--- src/rtl/conv_pass_sequencer_if.sv ---
// SRAM control payload type and the job-control interface of the separable
// blur pass sequencer (request fields in, status pulses out).
package conv_pass_sequencer_pkg;
  localparam int unsigned DATA_W = 8;
  localparam int unsigned ADDR_W = 8;
  localparam int unsigned DIM_W  = 8;
  localparam int unsigned SIG_W  = 3;

  typedef struct packed {
    logic              write_en;
    logic              sense_en;
    logic [ADDR_W-1:0] row;
    logic [ADDR_W-1:0] col;
    logic [DATA_W-1:0] din;
  } img_sram_ctrl_t;
endpackage

interface conv_pass_sequencer_if;
  import conv_pass_sequencer_pkg::*;

  logic             start;
  logic             abort;
  logic             two_pass;
  logic [DIM_W-1:0] nrows;
  logic [DIM_W-1:0] ncols;
  logic [SIG_W-1:0] sigma;
  logic             busy;
  logic             done;
  logic             err;

  modport master (output start, abort, two_pass, nrows, ncols, sigma,
                  input  busy, done, err);
  modport slave  (input  start, abort, two_pass, nrows, ncols, sigma,
                  output busy, done, err);
endinterface

--- src/rtl/conv_pass_sequencer.sv ---
// Runs the row controller once (row blur) or twice (transposed 2D blur) and
// steers the image/buffer SRAM ports between the row controller and the host.
module conv_pass_sequencer
  import conv_pass_sequencer_pkg::*;
#(
  parameter int unsigned MIN_DIM = 6
) (
  input  logic                  clk,
  input  logic                  rstn,
  conv_pass_sequencer_if.slave  job,
  input  img_sram_ctrl_t        host_ctrl,
  input  logic                  host_sel,
  output logic [DATA_W-1:0]     host_dout,
  output img_sram_ctrl_t        img_sram_ctrl,
  input  logic [DATA_W-1:0]     img_sram_dout,
  output img_sram_ctrl_t        buf_sram_ctrl,
  input  logic [DATA_W-1:0]     buf_sram_dout,
  output logic                  conv_rstn,
  output logic [DIM_W-1:0]      conv_nrows,
  output logic [DIM_W-1:0]      conv_ncols,
  output logic [SIG_W-1:0]      conv_sigma,
  output logic                  conv_transpose,
  input  logic                  conv_busy,
  output logic [DATA_W-1:0]     conv_din,
  input  img_sram_ctrl_t        conv_rd_ctrl,
  input  img_sram_ctrl_t        conv_wr_ctrl
);

  typedef enum logic [2:0] {
    IDLE   = 3'd0,
    P1_RST = 3'd1,
    P1_RUN = 3'd2,
    P2_RST = 3'd3,
    P2_RUN = 3'd4,
    DONE   = 3'd5
  } state_t;

  localparam logic [DIM_W-1:0] MIN_DIM_V = DIM_W'(MIN_DIM);

  state_t           state, state_n;
  logic             seen_busy;
  logic             two_pass_q;
  logic [DIM_W-1:0] nrows_q, ncols_q;
  logic [SIG_W-1:0] sigma_q;
  logic             busy_q, done_q, err_q;

  logic geom_bad, accept, reject, in_run, pass_end, to_p2;

  assign job.busy = busy_q;
  assign job.done = done_q;
  assign job.err  = err_q;

  // Next-state logic; abort from any busy state overrides the normal flow
  always_comb begin
    state_n  = state;
    accept   = 1'b0;
    reject   = 1'b0;
    geom_bad = (job.ncols < MIN_DIM_V) || (job.nrows == '0) ||
               (job.two_pass && (job.nrows < MIN_DIM_V));
    in_run   = (state == P1_RUN) || (state == P2_RUN);
    pass_end = in_run && seen_busy && !conv_busy;
    case (state)
      IDLE: begin
        if (job.start && !job.abort) begin
          if (geom_bad) begin
            reject = 1'b1;
          end else begin
            accept  = 1'b1;
            state_n = P1_RST;
          end
        end
      end
      P1_RST: state_n = P1_RUN;
      P1_RUN: if (pass_end) state_n = two_pass_q ? P2_RST : DONE;
      P2_RST: state_n = P2_RUN;
      P2_RUN: if (pass_end) state_n = DONE;
      DONE:   state_n = IDLE;
      default: state_n = IDLE;
    endcase
    if ((state != IDLE) && job.abort) state_n = IDLE;
    to_p2 = (state == P1_RUN) && (state_n == P2_RST);
  end

  // State, job latch and registered outputs
  always_ff @(posedge clk or negedge rstn) begin
    if (!rstn) begin
      state          <= IDLE;
      seen_busy      <= 1'b0;
      two_pass_q     <= 1'b0;
      nrows_q        <= '0;
      ncols_q        <= '0;
      sigma_q        <= '0;
      busy_q         <= 1'b0;
      done_q         <= 1'b0;
      err_q          <= 1'b0;
      conv_rstn      <= 1'b0;
      conv_nrows     <= '0;
      conv_ncols     <= '0;
      conv_sigma     <= '0;
      conv_transpose <= 1'b0;
    end else begin
      state     <= state_n;
      busy_q    <= (state_n != IDLE);
      done_q    <= (state_n == DONE);
      err_q     <= reject;
      conv_rstn <= (state_n == P1_RUN) || (state_n == P2_RUN);

      if ((state_n == IDLE) || (state_n == P1_RST) || (state_n == P2_RST))
        seen_busy <= 1'b0;
      else if (in_run && conv_busy)
        seen_busy <= 1'b1;

      if (accept) begin
        two_pass_q     <= job.two_pass;
        nrows_q        <= job.nrows;
        ncols_q        <= job.ncols;
        sigma_q        <= job.sigma;
        conv_nrows     <= job.nrows;
        conv_ncols     <= job.ncols;
        conv_sigma     <= job.sigma;
        conv_transpose <= job.two_pass;
      end else if (to_p2) begin
        // Second pass walks the transposed image held in the buffer SRAM
        conv_nrows     <= ncols_q;
        conv_ncols     <= nrows_q;
        conv_sigma     <= sigma_q;
        conv_transpose <= 1'b1;
      end
    end
  end

  // SRAM port steering; host requests only reach an SRAM while idle
  always_comb begin
    img_sram_ctrl = '0;
    buf_sram_ctrl = '0;
    conv_din      = '0;
    case (state)
      IDLE: begin
        if (host_sel) buf_sram_ctrl = host_ctrl;
        else          img_sram_ctrl = host_ctrl;
      end
      P1_RUN: begin
        img_sram_ctrl = conv_rd_ctrl;
        buf_sram_ctrl = conv_wr_ctrl;
        conv_din      = img_sram_dout;
      end
      P2_RUN: begin
        buf_sram_ctrl = conv_rd_ctrl;
        img_sram_ctrl = conv_wr_ctrl;
        conv_din      = buf_sram_dout;
      end
      default: ;
    endcase
  end

  assign host_dout = host_sel ? buf_sram_dout : img_sram_dout;

endmodule

--- src/flat_wrapper.sv ---
// flat-port wrapper written by rule: the top's interface ports become plain ports
module conv_pass_sequencer_flat import conv_pass_sequencer_pkg::*;
#(
  parameter int unsigned MIN_DIM = 6
)
  (clk, rstn, host_ctrl, host_sel, host_dout, img_sram_ctrl, img_sram_dout, buf_sram_ctrl, buf_sram_dout, conv_rstn, conv_nrows, conv_ncols, conv_sigma, conv_transpose, conv_busy, conv_din, conv_rd_ctrl, conv_wr_ctrl, job_start, job_abort, job_two_pass, job_nrows, job_ncols, job_sigma, job_busy, job_done, job_err);
  conv_pass_sequencer_if job_i ();
  input  logic clk;
  input  logic rstn;
  input  img_sram_ctrl_t host_ctrl;
  input  logic host_sel;
  output logic [DATA_W-1:0] host_dout;
  output img_sram_ctrl_t img_sram_ctrl;
  input  logic [DATA_W-1:0] img_sram_dout;
  output img_sram_ctrl_t buf_sram_ctrl;
  input  logic [DATA_W-1:0] buf_sram_dout;
  output logic conv_rstn;
  output logic [DIM_W-1:0] conv_nrows;
  output logic [DIM_W-1:0] conv_ncols;
  output logic [SIG_W-1:0] conv_sigma;
  output logic conv_transpose;
  input  logic conv_busy;
  output logic [DATA_W-1:0] conv_din;
  input  img_sram_ctrl_t conv_rd_ctrl;
  input  img_sram_ctrl_t conv_wr_ctrl;
  input wire logic [$bits(job_i.start)-1:0] job_start;
  input wire logic [$bits(job_i.abort)-1:0] job_abort;
  input wire logic [$bits(job_i.two_pass)-1:0] job_two_pass;
  input wire logic [$bits(job_i.nrows)-1:0] job_nrows;
  input wire logic [$bits(job_i.ncols)-1:0] job_ncols;
  input wire logic [$bits(job_i.sigma)-1:0] job_sigma;
  output wire logic [$bits(job_i.busy)-1:0] job_busy;
  output wire logic [$bits(job_i.done)-1:0] job_done;
  output wire logic [$bits(job_i.err)-1:0] job_err;
  assign job_i.start = job_start;
  assign job_i.abort = job_abort;
  assign job_i.two_pass = job_two_pass;
  assign job_i.nrows = job_nrows;
  assign job_i.ncols = job_ncols;
  assign job_i.sigma = job_sigma;
  assign job_busy = job_i.busy;
  assign job_done = job_i.done;
  assign job_err = job_i.err;
  conv_pass_sequencer #(.MIN_DIM(MIN_DIM)) u_core (.clk(clk), .rstn(rstn), .job(job_i), .host_ctrl(host_ctrl), .host_sel(host_sel), .host_dout(host_dout), .img_sram_ctrl(img_sram_ctrl), .img_sram_dout(img_sram_dout), .buf_sram_ctrl(buf_sram_ctrl), .buf_sram_dout(buf_sram_dout), .conv_rstn(conv_rstn), .conv_nrows(conv_nrows), .conv_ncols(conv_ncols), .conv_sigma(conv_sigma), .conv_transpose(conv_transpose), .conv_busy(conv_busy), .conv_din(conv_din), .conv_rd_ctrl(conv_rd_ctrl), .conv_wr_ctrl(conv_wr_ctrl));
endmodule
--- config.mk ---
export PLATFORM = sky130hd
export DESIGN_NAME = conv_pass_sequencer_flat
export DESIGN_NICKNAME = d
export VERILOG_FILES = /design/src/rtl/conv_pass_sequencer_if.sv /design/src/rtl/conv_pass_sequencer.sv /design/src/flat_wrapper.sv
export SDC_FILE = /design/constraint.sdc
export NUM_CORES = 1
export LEC_CHECK = 0
export CELL_PAD_IN_SITES_DETAIL_PLACEMENT = 1
export CELL_PAD_IN_SITES_GLOBAL_PLACEMENT = 1
export CORE_MARGIN = 4
export CORE_UTILIZATION = 26
export CTS_BUF_LIST = sky130_fd_sc_hd__clkbuf_4 sky130_fd_sc_hd__clkbuf_8
export CTS_CLUSTER_DIAMETER = 30
export DETAILED_ROUTE_END_ITERATION = 8
export PLACE_DENSITY = 0.79
export SLEW_MARGIN = 20
export SYNTH_ARGS = -nofsm -noshare
export SYNTH_HDL_FRONTEND = slang
export SYNTH_SLANG_ARGS = --single-unit
export TNS_END_PERCENT = 20
--- constraint.sdc ---
create_clock -name clk -period 2.35 [get_ports clk]
set_input_delay 0.235 -clock clk [delete_from_list [all_inputs] [get_ports clk]]
set_output_delay 0.235 -clock clk [all_outputs]
set_load 0.02 [all_outputs]
After elaboration in Yosys (flattened, before gate mapping)
Index checks and enable logic that the tools add are counted.
{ "word_totals": {"reg_bits": 48} }
{ "classes": {"order_cmp": 2, "eq_ne": 9, "mux": 29, "n_reduce_logical": 22} }
{ "ops": {"columns": ["op", "count"], "rows": [
  ["26-bit case mux with 3 select lines", 2],
  ["26-bit 2-to-1 mux", 2],
  ["8-bit 2-to-1 mux", 5],
  ["3-bit 2-to-1 mux", 8],
  ["8-bit by 3-bit less-than comparator with 1-bit output (second input constant)", 2],
  ["8-bit case mux with 2 select lines", 1],
  ["3-bit case mux with 5 select lines", 1],
  ["3-bit by 2-bit == test with 1-bit output (second input constant)", 4],
  ["1-bit 2-to-1 mux", 10],
  ["3-bit == test (second input constant)", 3],
  ["8-bit zero test", 1],
  ["1-bit logical AND", 7],
  ["3-bit by 1-bit == test with 1-bit output (second input constant)", 2],
  ["3-bit zero test", 2],
  ["1-bit logical OR", 6],
  ["3-bit nonzero test", 2],
  ["2-bit nonzero test", 2],
  ["1-bit zero test", 2]
]} }

Longest topological paths before layout
{ "logic_depth": {"word_depth": 11, "mapped_depth": 7, "mapped_depth_nobuf": 4} }

Least setup slack after synthesis
Ideal clock, no wire load.
{ "synth_timing": {"path_type": "reg2out", "from": "register u_core.state[2]", "to": "output port img_sram_ctrl[19] (netlist bit)", "arrival_time_ns": 1.676, "setup_slack_ns": 0.439, "stages_incl_launch_ff": 6, "path_cell_list": "dfrtp_1 -> clkbuf_1 -> nor4_2 -> clkbuf_1 -> a222oi_1 -> inv_1"} }
{ "synth_lines": {"columns": ["element", "line_no", "text"], "rows": [
  ["start: declaration", "conv_pass_sequencer.sv:40", "state_t state, state_n;"],
  ["start signal: assignment", "conv_pass_sequencer.sv:102", "state <= state_n;"],
  ["end: declaration", "flat_wrapper.sv:13", "output img_sram_ctrl_t img_sram_ctrl;"]
]} }

==> metrics <==
run status completed; die area 13900 um^2; Syn Nets 421; Clock Path Buffers 2; Clk Latency, worst-skew pair 300 ps; multi-input logic area 1640 um^2; WL met3 1120 um; ANT cells 0; fin crit period 2260 ps; Die Height 118 um; vias per cell 5.37; CP endpoint kind output port; r2r endpoint u_core.conv_nrows[3]; dpl hpwl 10500 um; Power Density 570 nW/um^2; sw power 0.00110 W; Fin. Hold Viols 0; Root Driver clkbuf_8; r2r setup slk 360 ps; post-layout net count 632; worst hold path type in -> async; CP required 2120 ps; largest family of logic cells by synthesized area multiplexers; Area Growth Syn to Fin 77.8%; GPL Wtd Cong 0.833; synthesized-area fraction occupied by adder cells 0%; CP arrival 2030 ps; grt ovf 0; sequential fraction of the synthesis area 38.2%; Synth async-reset ratio 100%; Max Freq 442 MHz; xor/xnor share of the synthesized area 0.279%; Layout fillers 1290; drt wl/cell 20.2 um; Compound-Gate Fraction of Synth Area 21.8%; Initial Utilization 27.1%; sw frac 34.5%; DRC 0; Slew Limit Fails 0; met1 wire length 4780 um; placed cell count 645; mux contribution to synthesized area 24.3%; CTS Buf Count 5; antenna violations before repair 0; final wirelength 13200 um; crit path max fanout 48; main flop type after synthesis dfrtp_1; Clock transition at path regs 90 ps; H-tree Lvls 2; Netlist Area Pre-Place 3140 um^2; Hold Slack 382 ps; Ys Warns 0; I/O Buffers 211; Post-DRT Antenna Nets 0; maximum vdd drop 0.000489 V; first-pass GRT wire length 20400 um; worst reg2reg startpoint u_core.state[0]; Detail Route met2 WL 7010 um; final worst-path cycle share 96.2%; RSZ-0062 raised after global routing yes; sequential power share 35.2%; worst-margin pin slew 375 ps; clock share of power 16.4%; Logic pwr share 48.4%; core area 11600 um^2; Highest Signal Layer met4; synthesized instance count 301; Worst slew margin 74.8%; Ports 212; crit path kind reg -> out; TritonCTS clock tree built; Yosys cell types 30; Reg2Reg Depth 5; number of synthesized register bits 48; Max-Cap Viols 0; critical path startpoint u_core.state[0]; Setup crit start kind flop; worst setup path endpoint img_sram_ctrl[6]; layout cells sized above 1 16.6%; final setup violation count 0; Int Pwr 0.00209 W; vias in the first global route 3655; Iter 0 DRT Violations 465; Cell Rows 39; Avg Inst Size Synth 10.4 um^2; Leak Pwr 2.69 nW; post-route insts no fill 655; Simple-Gate Fraction of Synth Area 5.42%; clock sinks 48; EDFF count, synth 0; skew final 5.99 ps; largest net degree at the start of global routing 49; DR pass1 iterations 9; Reg area 1200 um^2; chip width 118 um; total track usage 17.8%; total number of vias 3517
worst min-delay path by stage:
stage,startpoint,to,cells past startpoint
floorplan,rstn,u_core.conv_ncols[0],0
global placement,rstn,u_core.conv_nrows[3],1
detailed placement,rstn,u_core.conv_nrows[3],1
CTS,rstn,u_core.ncols_q[3],2
global route,rstn,u_core.ncols_q[3],2
finish,rstn,u_core.ncols_q[3],2
final cells by class:
cell class	instances	share of cell area, %
clock buffer	7	1.72
inverter	53	3.56
multi-input combinational	172	29.3
sequential	48	21.6
tap	143	3.20
timing repair buffer	232	40.6
placed cells by master (no fill, tap or decap), types with 2 or more instances in the layout:
cell and instances:
a21boi_0 2, a21oi_1 6, a222oi_1 52, a22o_1 8, buf_12 6, buf_4 14, clkbuf_2 2, clkbuf_8 7
clkdlybuf4s15_1 6, clkdlybuf4s50_1 150, dfrtp_1 45, dfrtp_2 3, dlygate4sd2_1 51, inv_1 53, mux2_1 17, mux2_2 49
mux2i_1 2, nand2_1 3, nand2b_1 4, nor2_1 4, nor2b_1 3, nor3_1 3, nor4_1 2, o21ai_0 4
layer usage:
layer  GRT usage, %  up-vias
li1               -     1582
met2           34.0      170
met5              0        -
met3           5.33       22
met1           18.8     1743
met4           4.62        0
critical path, stage by stage, from the launching register on:
cell and delay [ps]:
dfrtp_2 450, nor2_1 80, and2_2 220, buf_12 180, a222oi_1 390, inv_1 70, dlygate4sd2_1 330
kinds of logic after synthesis:
group / Yosys count
simple gates: 27
xor+xnor: 1
flops: 48
mux: 68
compound gates: 76
buf+inv: 81
cell usage after synthesis (2+ instances only):
cell type / n / share of area (%)
inv_1: 53 / 6.3
a222oi_1: 52 / 17
mux2_2: 49 / 18
dfrtp_1: 48 / 38
clkbuf_1: 20 / 2.4
mux2_1: 17 / 6.1
a22o_1: 8 / 2.2
buf_2: 8 / 1.3
a21oi_1: 6 / 0.96
nand2b_1: 4 / 0.80
nor2_1: 4 / 0.48
o21ai_0: 4 / 0.64
nand2_1: 3 / 0.36
nor2b_1: 3 / 0.60
nor3_1: 3 / 0.48
a21boi_0: 2 / 0.48
and2_1: 2 / 0.40
mux2i_1: 2 / 0.64
nor4_1: 2 / 0.40
metrics by stage:
step                      power (W)  TNS, ps  cell area [um^2]  utilization [%]  worst slack (ps)
after floorplan             0.00188        0              3140                -               439
after global placement      0.00270        0              5520             47.5              88.7
after detailed placement    0.00276        0              5520             47.5              43.2
after CTS                   0.00322    -53.5              5570             47.9             -53.5
after global routing        0.00336    -25.9              5590             48.1             -8.74
final                       0.00319        0              5590             48.1              88.5
repair_timing:
action                                  4_1_cts  5_1_grt
pin swaps                                     1       15
hold buffers                                  1        0
buffers inserted                              0        2
endpoints found under the setup margin       60       32
hold endpoints to repair                     14        0
resized for setup                            64       12
power groups by stage:
stage                     sequential (W)  clock, W  combinational [W]
after floorplan                  0.00122         0           0.000654
after global placement           0.00112         0            0.00158
after detailed placement         0.00114         0            0.00162
after CTS                        0.00113  0.000543            0.00155
after global routing             0.00115  0.000571            0.00164
final                            0.00112  0.000522            0.00154
flip-flops by register name, summed over array words and instances, names as in the netlist, 3 cells and up:
name	flops
u_core.conv_sigma	3
u_core.state	3
u_core.sigma_q	3
u_core.conv_nrows	8
u_core.conv_ncols	8
u_core.nrows_q	8
u_core.ncols_q	8
(Power assumes the default switching activity.)
==> edit: new RTL, same flow settings <==
Change the package constant `SIG_W` from 3 to 6.
--- a/src/rtl/conv_pass_sequencer_if.sv
+++ b/src/rtl/conv_pass_sequencer_if.sv
@@ -4,7 +4,7 @@
   localparam int unsigned DATA_W = 8;
   localparam int unsigned ADDR_W = 8;
   localparam int unsigned DIM_W  = 8;
-  localparam int unsigned SIG_W  = 3;
+  localparam int unsigned SIG_W  = 6;
 
   typedef struct packed {
     logic              write_en;
Interface: changed (resized conv_sigma and job_sigma); port bits go from 212 to 218. The function was not compared with the original's and may differ.
==> edit against the unedited design <==
Total power up 13%; largest cell class unchanged; critical endpoint is now img_sram_ctrl[22]; non-clock buffer count up 14; synthesized area up 12%; setup slack worse by 0.049 ns; sequential cell count up 6; wire length up 5.7%; combinational power up 14%; design area up 10%.
==> edit: results (changes against the unedited design) <==
Yosys cell types=34 (+13%); Iter 0 DRT Violations=418 (-10%); initial antenna violation count=0 (unchanged); DR vias=3673 (+4.4%); sequential area share after synthesis=38.5% (+0.23 points); vias in the first global route=4073 (+11%); share of cells above drive strength 1=25.5% (+8.9 points); gr usage total=17.3% (-0.48 points); Clock Skews=0.00859 ns (+0.00260 ns); Synth Area in Compound Gates=19.5% (-2.3 points); router iterations before antenna repair=7 (-2); Nets=664 (+5.1%); Synth top cells by count=mux2_2 (57), dfrtp_1 (54), inv_1 (53); Hold Path Class=input pin to async pin; slew margin rel.=65.8% (-8.9 points); reg2reg path depth=7 (+2); Critical path origin=u_core.state[1]; mux contribution to synthesized area=26.4% (+2.1 points); first-pass GRT wire length=21900 µm (+7.5%); clk_lat worst skew=0.31 ns; H-tree depth=2 (unchanged); clk slew on worst S/H paths=0.11 ns (+0.02 ns); yosys warns=0 (unchanged); RePlAce Congestion=0.900 (+8.0%); drt total wl=14000 µm (+5.7%); crit path DAT=2.08 ns (+0.05 ns); diode count=0 (unchanged); Synth area leaders=dfrtp_1 (38%), mux2_2 (18%), a222oi_1 (15%); Filler cells=1467 (+14%); fraction of the mapped netlist area in adder cells=0% (unchanged); FF-to-FF Start=u_core.state[2]; Port Buf Inserts=217 (+2.8%); worst-path maximum fanout=18 (-63%); Place WS=-0.0348 ns (-0.0780 ns); Post-DP HPWL=11300 µm (+7.4%); crit path capture=img_sram_ctrl[22]; status=finished, final reports clean; number of setup buffers added after CTS=0 (unchanged); Worst R2R Setup Slack=0.22 ns (-0.14 ns); worst vdd ir=0.000240 V (-51%); Pleak=3.18 nW (+18%); syn nets=441 (+4.8%); CP max stage cell=dfrtp_2; crit share post-route=98.3% (+2.1 points); XOR/XNOR share of the synthesized area=0.249% (-0.029 points); largest net degree at the start of global routing=44 (-10%); RR Endpoint=u_core.conv_sigma[1]; Top delay family on crit path=buffers and inverters
==> edit: cell types whose count changed after synthesis, moves of 2 or more <==
cell	before	now
buf_4	0	2
buf_6	0	3
clkbuf_1	20	18
mux2_4	0	17
mux2_2	49	57
mux2_1	17	1
buf_2	8	6
dfrtp_1	48	54
==> edit: what timing repair did <==
item,4_1_cts,5_1_grt
hold buffers,1,0
hold endpoints to repair,21,0
pin swaps,2,10
endpoints found under the setup margin,60,51
gates resized for setup,39,69
==> edit: logic make-up (layout without fill, tap and decap cells) <==
family	count (synthesis)	after routing
flops	54	54
compound gates	76	76
mux	77	77
simple gates	27	27
xor+xnor	1	1
buf+inv	83	307
==> edit: area by class of cell <==
class                           count  area share, %
Tap cell                          176           3.58
Inverter                           53           3.24
Multi-Input combinational cell    181           29.9
Clock inverter                      3          0.468
Timing Repair Buffer              246           39.7
Clock buffer                        5           1.12
Sequential cell                    54           22.1
==> edit: where the power goes <==
part / total, W / switching [W] / leakage (nW) / internal, W
clock network: 0.000560 / 0.000337 / 0.0506 / 0.000224
registers: 0.00128 / 0.000132 / 0.644 / 0.00114
logic: 0.00176 / 0.000793 / 2.48 / 0.000970
total: 0.00360 / 0.00126 / 3.18 / 0.00234
==> edit: how the worst min path moves through the flow <==
stage / startpoint / end / slack (ns)
2_1_floorplan: rstn / u_core.conv_ncols[0] / -0.06
3_3_place_gp: rstn / u_core.sigma_q[2] / 0.23
3_5_place_dp: rstn / u_core.sigma_q[2] / 0.24
4_1_cts: rstn / u_core.conv_nrows[6] / 0.43
5_1_grt: rstn / u_core.conv_nrows[6] / 0.46
6_report: rstn / u_core.conv_nrows[6] / 0.43
==> edit: per-stage QoR <==
step	total power, W	std cells	TNS (ns)	cell area [µm²]	hold slack [ns]
2_1_floorplan	0.00215	318	0	3510	-0.0606
3_3_place_gp	0.00307	709	-0.0917	6080	0.229
3_5_place_dp	0.00314	709	-0.0739	6080	0.244
4_1_cts	0.00366	718	-4.63	6140	0.432
5_1_grt	0.00381	718	-0.239	6140	0.465
6_report	0.00360	718	0	6140	0.432
==> edit: layer usage <==
metal  GRT usage [%]  share of wire (%)  vias up
met2            32.8                 54      151
li1                -                  -     1673
met5               0                  0        -
met3            4.73                7.0       20
met1            18.9                 37     1829
met4            4.45                2.1        0
